[src/rtl/fpu_pkg.sv]
// fpu_pkg: shared FPU types and format helpers derived from exponent/mantissa widths
package fpu_pkg;
    typedef enum logic [2:0] {CL_ZERO, CL_SUB, CL_NORM, CL_INF, CL_QNAN, CL_SNAN} fp_class_e;
    typedef struct packed {
        logic nv;
        logic ovf;
        logic udf;
        logic nx;
    } fp_flags_t;
    function automatic int fp_bias(input int ew);
        return (1 << (ew - 1)) - 1;
    endfunction
    function automatic int fp_exp_ones(input int ew);
        return (1 << ew) - 1;
    endfunction
    function automatic logic [127:0] fp_qnan(input int ew, input int mw);
        return ((128'd1 << (ew + 1)) - 128'd1) << (mw - 1);
    endfunction
    function automatic fp_class_e fp_classify(input logic exp_zero, input logic exp_ones,
                                              input logic man_zero, input logic man_msb);
        return exp_zero ? (man_zero ? CL_ZERO : CL_SUB) :
               !exp_ones ? CL_NORM :
               man_zero ? CL_INF :
               man_msb ? CL_QNAN : CL_SNAN;
    endfunction
endpackage

[src/rtl/fpu_lzc.sv]
// fpu_lzc: leading-zero counter, returns W for an all-zero input
module fpu_lzc #(
    parameter int W = 48,
    localparam int CW = $clog2(W + 1)
) (
    input  logic [W-1:0]  i_a,
    output logic [CW-1:0] o_cnt
);
    always_comb begin
        o_cnt = CW'(W);
        for (int i = 0; i < W; i++) o_cnt = i_a[i] ? CW'(W - 1 - i) : o_cnt;
    end
endmodule

[src/rtl/fmul_pipe.sv]
// fmul_pipe: 3-stage IEEE-754 multiplier, RNE with subnormals, valid/ready backpressure
module fmul_pipe
    import fpu_pkg::*;
#(
    parameter int EXP_W = 8,
    parameter int MAN_W = 23
) (
    input  logic                     clk,
    input  logic                     rst,
    input  logic                     in_valid,
    output logic                     in_ready,
    input  logic [EXP_W+MAN_W:0]     x1,
    input  logic [EXP_W+MAN_W:0]     x2,
    output logic                     out_valid,
    input  logic                     out_ready,
    output logic [EXP_W+MAN_W:0]     y,
    output logic                     ovf,
    output logic                     udf,
    output logic                     nx,
    output logic                     nv
);
    localparam int W  = 1 + EXP_W + MAN_W;
    localparam int P  = 2 * MAN_W + 2;
    localparam int CW = $clog2(P + 1);
    localparam int XW = EXP_W + 2 + CW;
    localparam logic signed [EXP_W+1:0] BIAS = (EXP_W + 2)'(fp_bias(EXP_W));
    localparam logic [W-1:0] QNAN = W'(fp_qnan(EXP_W, MAN_W));
    localparam logic signed [XW-1:0] EXP_MAX = XW'(fp_exp_ones(EXP_W));
    localparam logic [EXP_W-1:0] EXP_ONES = '1;
    localparam logic [CW-1:0] P_CW = CW'(P);

    logic w_adv;
    assign w_adv    = ~out_valid | out_ready;
    assign in_ready = w_adv;

    fp_class_e w_c1, w_c2;
    logic w_s, w_nan, w_snan, w_inf, w_zero, w_spec, w_spec_nv;
    logic [W-1:0] w_spec_y;
    logic [EXP_W-1:0] w_e1, w_e2;
    logic [MAN_W:0] w_m1, w_m2;
    logic [P-1:0] w_prod;
    logic signed [EXP_W+1:0] w_esum;
    assign w_c1 = fp_classify(~|x1[MAN_W+:EXP_W], &x1[MAN_W+:EXP_W], ~|x1[MAN_W-1:0], x1[MAN_W-1]);
    assign w_c2 = fp_classify(~|x2[MAN_W+:EXP_W], &x2[MAN_W+:EXP_W], ~|x2[MAN_W-1:0], x2[MAN_W-1]);
    assign w_s       = x1[W-1] ^ x2[W-1];
    assign w_nan     = (w_c1 inside {CL_QNAN, CL_SNAN}) | (w_c2 inside {CL_QNAN, CL_SNAN});
    assign w_snan    = (w_c1 == CL_SNAN) | (w_c2 == CL_SNAN);
    assign w_inf     = (w_c1 == CL_INF) | (w_c2 == CL_INF);
    assign w_zero    = (w_c1 == CL_ZERO) | (w_c2 == CL_ZERO);
    // zero*finite is tagged too so the datapath never has to normalise a zero product
    assign w_spec    = w_nan | w_inf | w_zero;
    assign w_spec_nv = w_snan | (w_inf & w_zero);
    assign w_spec_y  = (w_nan | (w_inf & w_zero)) ? QNAN :
                       w_inf ? {w_s, EXP_ONES, MAN_W'(0)} : {w_s, (W - 1)'(0)};
    assign w_e1   = |x1[MAN_W+:EXP_W] ? x1[MAN_W+:EXP_W] : EXP_W'(1);
    assign w_e2   = |x2[MAN_W+:EXP_W] ? x2[MAN_W+:EXP_W] : EXP_W'(1);
    assign w_m1   = {|x1[MAN_W+:EXP_W], x1[MAN_W-1:0]};
    assign w_m2   = {|x2[MAN_W+:EXP_W], x2[MAN_W-1:0]};
    assign w_prod = P'(w_m1) * P'(w_m2);
    assign w_esum = $signed({2'b00, w_e1}) + $signed({2'b00, w_e2}) - BIAS;

    logic r1_valid, r1_spec, r1_spec_nv, r1_sign;
    logic [W-1:0] r1_spec_y;
    logic signed [EXP_W+1:0] r1_exp;
    logic [P-1:0] r1_prod;

    logic [CW-1:0] w_lz, w_shc;
    logic [P-1:0] w_mn;
    logic signed [XW-1:0] w_exp_a;
    logic [XW-1:0] w_sh;
    logic w_tiny;
    logic [2*P-1:0] w_wide;
    fpu_lzc #(.W(P)) u_lzc (.i_a(r1_prod), .o_cnt(w_lz));
    // product MSB sits at weight 2^1, hence the +1 before subtracting the shift
    assign w_mn    = r1_prod << w_lz;
    assign w_exp_a = {{(XW - EXP_W - 2){r1_exp[EXP_W+1]}}, r1_exp} + XW'(1) - XW'(w_lz);
    assign w_tiny  = w_exp_a[XW-1] | (w_exp_a == '0);
    assign w_sh    = XW'(1) - w_exp_a;
    assign w_shc   = w_tiny ? ((w_sh >= XW'(P)) ? P_CW : w_sh[CW-1:0]) : '0;
    assign w_wide  = {w_mn, {P{1'b0}}} >> w_shc;

    logic r2_valid, r2_spec, r2_spec_nv, r2_sign, r2_tiny, r2_sticky;
    logic [W-1:0] r2_spec_y;
    logic signed [XW-1:0] r2_exp;
    logic [P-2:0] r2_man;

    logic [MAN_W-1:0] w_frac;
    logic w_g, w_r, w_st, w_inc, w_ovf, w_nx;
    logic [XW+MAN_W-1:0] w_rnd;
    logic signed [XW-1:0] w_exp_r;
    logic [W-1:0] w_y;
    fp_flags_t w_flags, r_flags;
    assign w_frac  = r2_man[P-2 -: MAN_W];
    assign w_g     = r2_man[MAN_W];
    assign w_r     = r2_man[MAN_W-1];
    assign w_st    = |r2_man[MAN_W-2:0] | r2_sticky;
    assign w_inc   = w_g & (w_r | w_st | w_frac[0]);
    // a mantissa carry ripples into the exponent, which also promotes subnormals to min normal
    assign w_rnd   = {r2_exp, w_frac} + (XW + MAN_W)'(w_inc);
    assign w_exp_r = w_rnd[MAN_W+:XW];
    assign w_ovf   = w_exp_r >= EXP_MAX;
    assign w_nx    = w_g | w_r | w_st | w_ovf;
    assign w_y     = r2_spec ? r2_spec_y :
                     w_ovf ? {r2_sign, EXP_ONES, MAN_W'(0)} : {r2_sign, w_rnd[EXP_W+MAN_W-1:0]};
    assign w_flags = r2_spec ? {r2_spec_nv, 3'b000} : {1'b0, w_ovf, r2_tiny & w_nx, w_nx};

    always_ff @(posedge clk) begin
        if (rst) begin
            r1_valid  <= 1'b0;
            r2_valid  <= 1'b0;
            out_valid <= 1'b0;
            y         <= '0;
            r_flags   <= '0;
        end else if (w_adv) begin
            r1_valid   <= in_valid;
            r1_spec    <= w_spec;
            r1_spec_nv <= w_spec_nv;
            r1_spec_y  <= w_spec_y;
            r1_sign    <= w_s;
            r1_exp     <= w_esum;
            r1_prod    <= w_prod;
            r2_valid   <= r1_valid;
            r2_spec    <= r1_spec;
            r2_spec_nv <= r1_spec_nv;
            r2_spec_y  <= r1_spec_y;
            r2_sign    <= r1_sign;
            r2_tiny    <= w_tiny;
            r2_exp     <= w_tiny ? '0 : w_exp_a;
            r2_man     <= w_wide[2*P-2:P];
            r2_sticky  <= |w_wide[P-1:0];
            out_valid  <= r2_valid;
            y          <= w_y;
            r_flags    <= w_flags;
        end
    end

    assign nv  = r_flags.nv;
    assign ovf = r_flags.ovf;
    assign udf = r_flags.udf;
    assign nx  = r_flags.nx;
endmodule

[config.mk]
export PLATFORM = sky130hd
export DESIGN_NAME = fmul_pipe
export DESIGN_NICKNAME = d
export VERILOG_FILES = /design/src/rtl/fpu_pkg.sv /design/src/rtl/fpu_lzc.sv /design/src/rtl/fmul_pipe.sv
export SDC_FILE = /design/constraint.sdc
export NUM_CORES = 2
export LEC_CHECK = 0
export ABC_AREA = 1
export CORE_UTILIZATION = 60
export DETAILED_ROUTE_END_ITERATION = 8
export PLACE_DENSITY = 0.78
export SLEW_MARGIN = 20
export SYNTH_ARGS = -nofsm -noshare
export SYNTH_HDL_FRONTEND = slang
export SYNTH_SLANG_ARGS = --single-unit
[constraint.sdc]
create_clock -name clk -period 9.6 [get_ports clk]
set_input_delay 0.96 -clock clk [delete_from_list [all_inputs] [get_ports clk]]
set_output_delay 0.96 -clock clk [all_outputs]
set_load 0.01 [all_outputs]
## Word level (Yosys, flattened, before mapping)

Cells that the tools add are included.

- Multiplexer cells: 66
- Bitwise operators: 22
- Add/subtract/negate cells: 6
- Reduce and logical (&&, ||, !) cells: 14
- Shift operators: 2
- Eq/ne operators: 6
- Multipliers: 1
- Order comparisons: 2

Operators by type and width:

| operator | number |
|---|---|
| $mux 6 | 49 |
| $shr 96x6->95 | 1 |
| $mux 31 | 2 |
| $mul 24x24->48 | 1 |
| $reduce_or 48->1 | 1 |
| $shl 48x6->48 | 1 |
| $reduce_or 23->1 | 2 |
| $add 39x1->39 | 1 |
| $mux 32 | 1 |
| $reduce_or 22->1 | 1 |
| $mux 3 | 6 |
| $ge 16x6->1 const B | 1 |
| $ge 16x9->1 const B | 1 |
| $logic_not 16->1 | 1 |
| $mux 8 | 2 |
| $or 1x1->1 | 16 |
| $reduce_and 8->1 | 2 |
| $reduce_or 8->1 | 2 |
| $sub 2x12->13 const A | 1 |
| $eq 3x3->1 const B | 4 |
| $sub 11x7->12 | 1 |
| $add 10x2->11 const B | 1 |
| $sub 9x7->10 const B | 1 |
| $add 8x8->9 | 1 |
| other kinds (10) | 19 |

- Word-level logic and storage cells: 141
- Output and inout port bits: 38
- Bits in registers: 228

## Logic depth before layout (Yosys ltp)

- Depth in word-level cells: 55
- Mapped depth: 84
- Mapped depth without buffers: 83

## Hierarchy

From an unflattened synthesis, not the netlist that was laid out.

- Cell total of the unflattened synthesis: 4847
- Area, all modules: 34038.9 µm²

Modules (own cells, without submodules):

| module | sequential area each (µm²) | area an instance (µm²) | instances | cells each |
|---|---|---|---|---|
| fmul_pipe | 4714.5 | 33343.2 | 1 | 4680 |
| fpu_lzc | 0.0 | 695.7 | 1 | 167 |

## Worst setup path before layout

OpenSTA, ideal clock, no wires.

- Path kind: input -> register
- Start point: input port x2[3]
- End point: register r1_prod[47] (data pin)
- Cell stages on the path: 33
- Library setup time: 262 ps
- Slack: 1068 ps
- Data arrival time: 8270 ps
- Buffers on the path: 2
- Required time: 9338 ps
- Path through: clkbuf_1 > clkbuf_1 > nand2_1 > fa_1 > inv_1 > fa_1 > fa_1 > inv_1 > fa_1 > fa_1 > inv_1 > fa_1 > fa_1 > ha_1 > a21oi_1 > o21ai_0 > a21oi_1 > inv_1 > a21oi_1 > o21ai_1 > a21o_1 > a21oi_1 > o21ai_1 > inv_1 > o31ai_1 > a21oi_1 > nor3_1 > a2111oi_0 > o21ai_0 > a21oi_1 > o21a_1 > o21ai_1 > xor2_1

- Longest elaborated chain between the ends: 1

Ends and longest elaborated chain:

| item | line | source |
|---|---|---|
| start: declaration | fmul_pipe.sv:13 | `input logic [EXP_W+MAN_W:0] x2,` |
| $mul 24x24->48 | fmul_pipe.sv:59 | `assign w_prod = P'(w_m1) * P'(w_m2);` |
| via w_prod[47] | fmul_pipe.sv:41 | `logic [P-1:0] w_prod;` |
| end signal: assignment | fmul_pipe.sv:121 | `r1_prod <= w_prod;` |
| end: declaration | fmul_pipe.sv:65 | `logic [P-1:0] r1_prod;` |

The timed path passes the listed nets, and every way through them passes these cells.
A chain may end at the register's enable or synchronous reset.

## Worst setup path after layout

- Start point: input port x1[7]
- End point: register r1_prod[47] (data pin)

- Longest elaborated chain between the ends: 1

Ends and longest elaborated chain:

| item | line | source |
|---|---|---|
| start: declaration | fmul_pipe.sv:12 | `input logic [EXP_W+MAN_W:0] x1,` |
| $mul 24x24->48 | fmul_pipe.sv:59 |  |
| via w_prod[47] | fmul_pipe.sv:41 |  |

The timed path passes the listed nets, and every way through them passes these cells.

==> impl_metrics.yaml <==
timing:
  setup_tns_ns: 0
  rsz0062_at_grt: "no"
  setup_viol: 0
  min_period_ns: 9.04
  finalHoldViolCount: 0
  fin_skew_ns: 0.0152
  fin_crit_sh: 0.942
  slew_violations: 0
  worst_pin_slew_ns: 0.925
  holdWs_ns: 0.421
  max_clock_freq_mhz: 111
  relSlewSlack: 0.384
finish:
  area_growth_pct: 6.92
  diodes: 0
  nNetsFinal: 5208
  drive_gt1_frac: 0.0367
  final_cell_area_sq_um: 35000
  instances_no_fill: 5159
  fill_cells: 4705
synthesis:
  yosysSeqAreaShare: 0.144
  avgSynthCellArea_sq_um: 7.28
  syn_area_sq_um: 32800
  yosysWarnings: 0
  synthArstFlopShare: 0
  synthFlopType: "edfxtp_1"
  synth_top_area_share: 0.296
  ys_types: 49
  synth_area_leaders: "fa_1, nand2_1, edfxtp_1"
  post-synth-top-area-cell: "fa_1"
  synth_edf_count: 131
  syn-num-nets: 5258
  synth-seq-cells: 170
  netlist_instances: 4500
global_route:
  grt_max_degree: 77
  grt_first_pass_wirelength_mm: 146
  antenna_found_initial: 0
  grt_pass1_vias: 29000
  grt_usage: 0.330
  grt_overflow_total: 0
placed_design:
  numPortBuffers: 105
  detailed_place_hpwl_mm: 72.1
  routabilityCongestion: 1.00
  place_area_sq_um: 34400
  dp_cells: 5127
setup_path:
  critPathSlowestCell: "clkdlybuf4s50_1"
  arrival_ns: 9.25
  crit_required_ns: 9.80
  cp_max_fo: 10
  crit_type: "primary input to register"
  r2r_slack_ns: 1.41
  end_kind: "register"
  cp_common_cell: "inv_1"
  worst_setup_path_start_kind: "primary input"
  max_stage_delay_ns: 0.74
run:
  max_cap_violations: 0
die:
  core_region_area_sq_um: 53900
  die-area_sq_um: 55600
  ioPinCount: 106
  fp.dieW_microns: 236
  num_rows: 85
  start_util: 0.608
  die_h_microns: 236
drt:
  drcViolationCount: 0
  firstDrtPassIters: 6
  post_drt_wl_per_cell_microns: 17.5
  viasPerCell: 5.74
  routed_wl_mm: 90.1
  ant_nets: 0
  dr.first_iter.drc_count: 3283
  vias: 29600
clock_network:
  root_buffer: "clkbuf_16"
  path_clk_slew_ns: 0.07
  post_cts_buffers: 0
  cts_tree: "built"
  cts_sinks: 170
  cts.htree.levels: 4
  cts-buffers-inserted: 17
  cts_buffer_depth: 2
  insertion_delay_ns: 0.46
run_status:
  status: "finished, final reports clean"
min_path:
  hold_class: "register to register"
## per-stage QoR
step,utilization,worst slack (ns)
after floorplan,-,1.07
after global placement,0.638,0.167
after detailed placement,0.638,-0.118
after CTS,0.650,0.353
after global routing,0.650,0.0494
final,0.650,0.556
## sequential cells by signal, indices dropped and copies added, names as in the netlist, 3 cells and up
signal     cells
r1_prod       48
r2_man        47
y             32
r2_exp        12
r1_exp        10
r1_spec_y      3
r2_spec_y      3
## logic make-up after synthesis
family | count (synthesis) | synth area share
AND/OR/NAND/NOR | 2221 | 0.294
buffers and inverters | 1137 | 0.132
adder cells (fa/ha/maj) | 690 | 0.374
AO/OA/AOI/OAI | 205 | 0.0351
flip-flops | 170 | 0.144
XOR/XNOR | 76 | 0.0203
other | 1 | 0.000114
## synthesized netlist by cell type, drive strengths merged, types with 39 or more instances
master	count
xor2	59
nor2	165
ha	206
nand2	1181
nand3	754
fa	484
buf	43
nand4	53
inv	860
o21ai	56
clkbuf	230
dfxtp	39
edfxtp	131
a21oi	97
## worst max-delay path, delay by kind of cell
family          cells  cell delay, ns
compound gates     13            2.44
xor+xnor            1            0.08
fa+ha+maj           8            3.56
buf+inv             8            1.18
simple gates        8            1.02
## layout make-up
cell class / instances / area (sq um) / share of cell area
well taps: 696 / 871 / 0.0249
repair buffers: 204 / 1820 / 0.0521
multi-input cells: 3193 / 23800 / 0.678
clock buffers: 17 / 425 / 0.0121
flip-flops and latches: 170 / 4710 / 0.135
inverters: 864 / 3240 / 0.0926
clock inverters: 15 / 191 / 0.00546
## path summary, 6_finish.rpt
kind,from,endpoint,cells after the start
worst min-delay path,r1_spec_nv$_DFFE_PP_,r2_spec_nv$_DFFE_PP_,0
worst max-delay path,x1[7],r1_prod[47]$_DFFE_PP_,38
worst min register to register,r1_spec_nv$_DFFE_PP_,r2_spec_nv$_DFFE_PP_,0
worst max register to register,r1_prod[0]$_DFFE_PP_,r2_sticky$_DFFE_PP_,79
## routing by layer
| metal | vias up | GRT usage | share of wire |
|---|---|---|---|
| li1 | 13900 | - | - |
| met1 | 14100 | 0.432 | 0.40 |
| met2 | 1419 | 0.556 | 0.48 |
| met3 | 214 | 0.0495 | 0.086 |
| met4 | 0 | 0.117 | 0.035 |
| met5 | - | 0 | 0 |
## cells in the final DEF (no fill, tap or decap), types with 59 or more instances in the layout
| cell | instances |
|---|---|
| inv_1 | 856 |
| edfxtp_1 | 131 |
| nand2_1 | 1176 |
| buf_4 | 97 |
| a21oi_1 | 94 |
| clkdlybuf4s50_1 | 103 |
| nand3_1 | 746 |
| fa_1 | 484 |
| ha_1 | 206 |
| xor2_1 | 59 |
| nor2_1 | 158 |
## timing repair
| action | in CTS | in global routing |
|---|---|---|
| hold buffers | 0 | 0 |
| endpoints found under the hold margin | 0 | 0 |
| resized for setup | 0 | 4 |
| setup endpoints to repair | 0 | 5 |
Power is not shown: default switching activity piles up to over one toggle a cycle in this logic, so the estimate is an artifact.
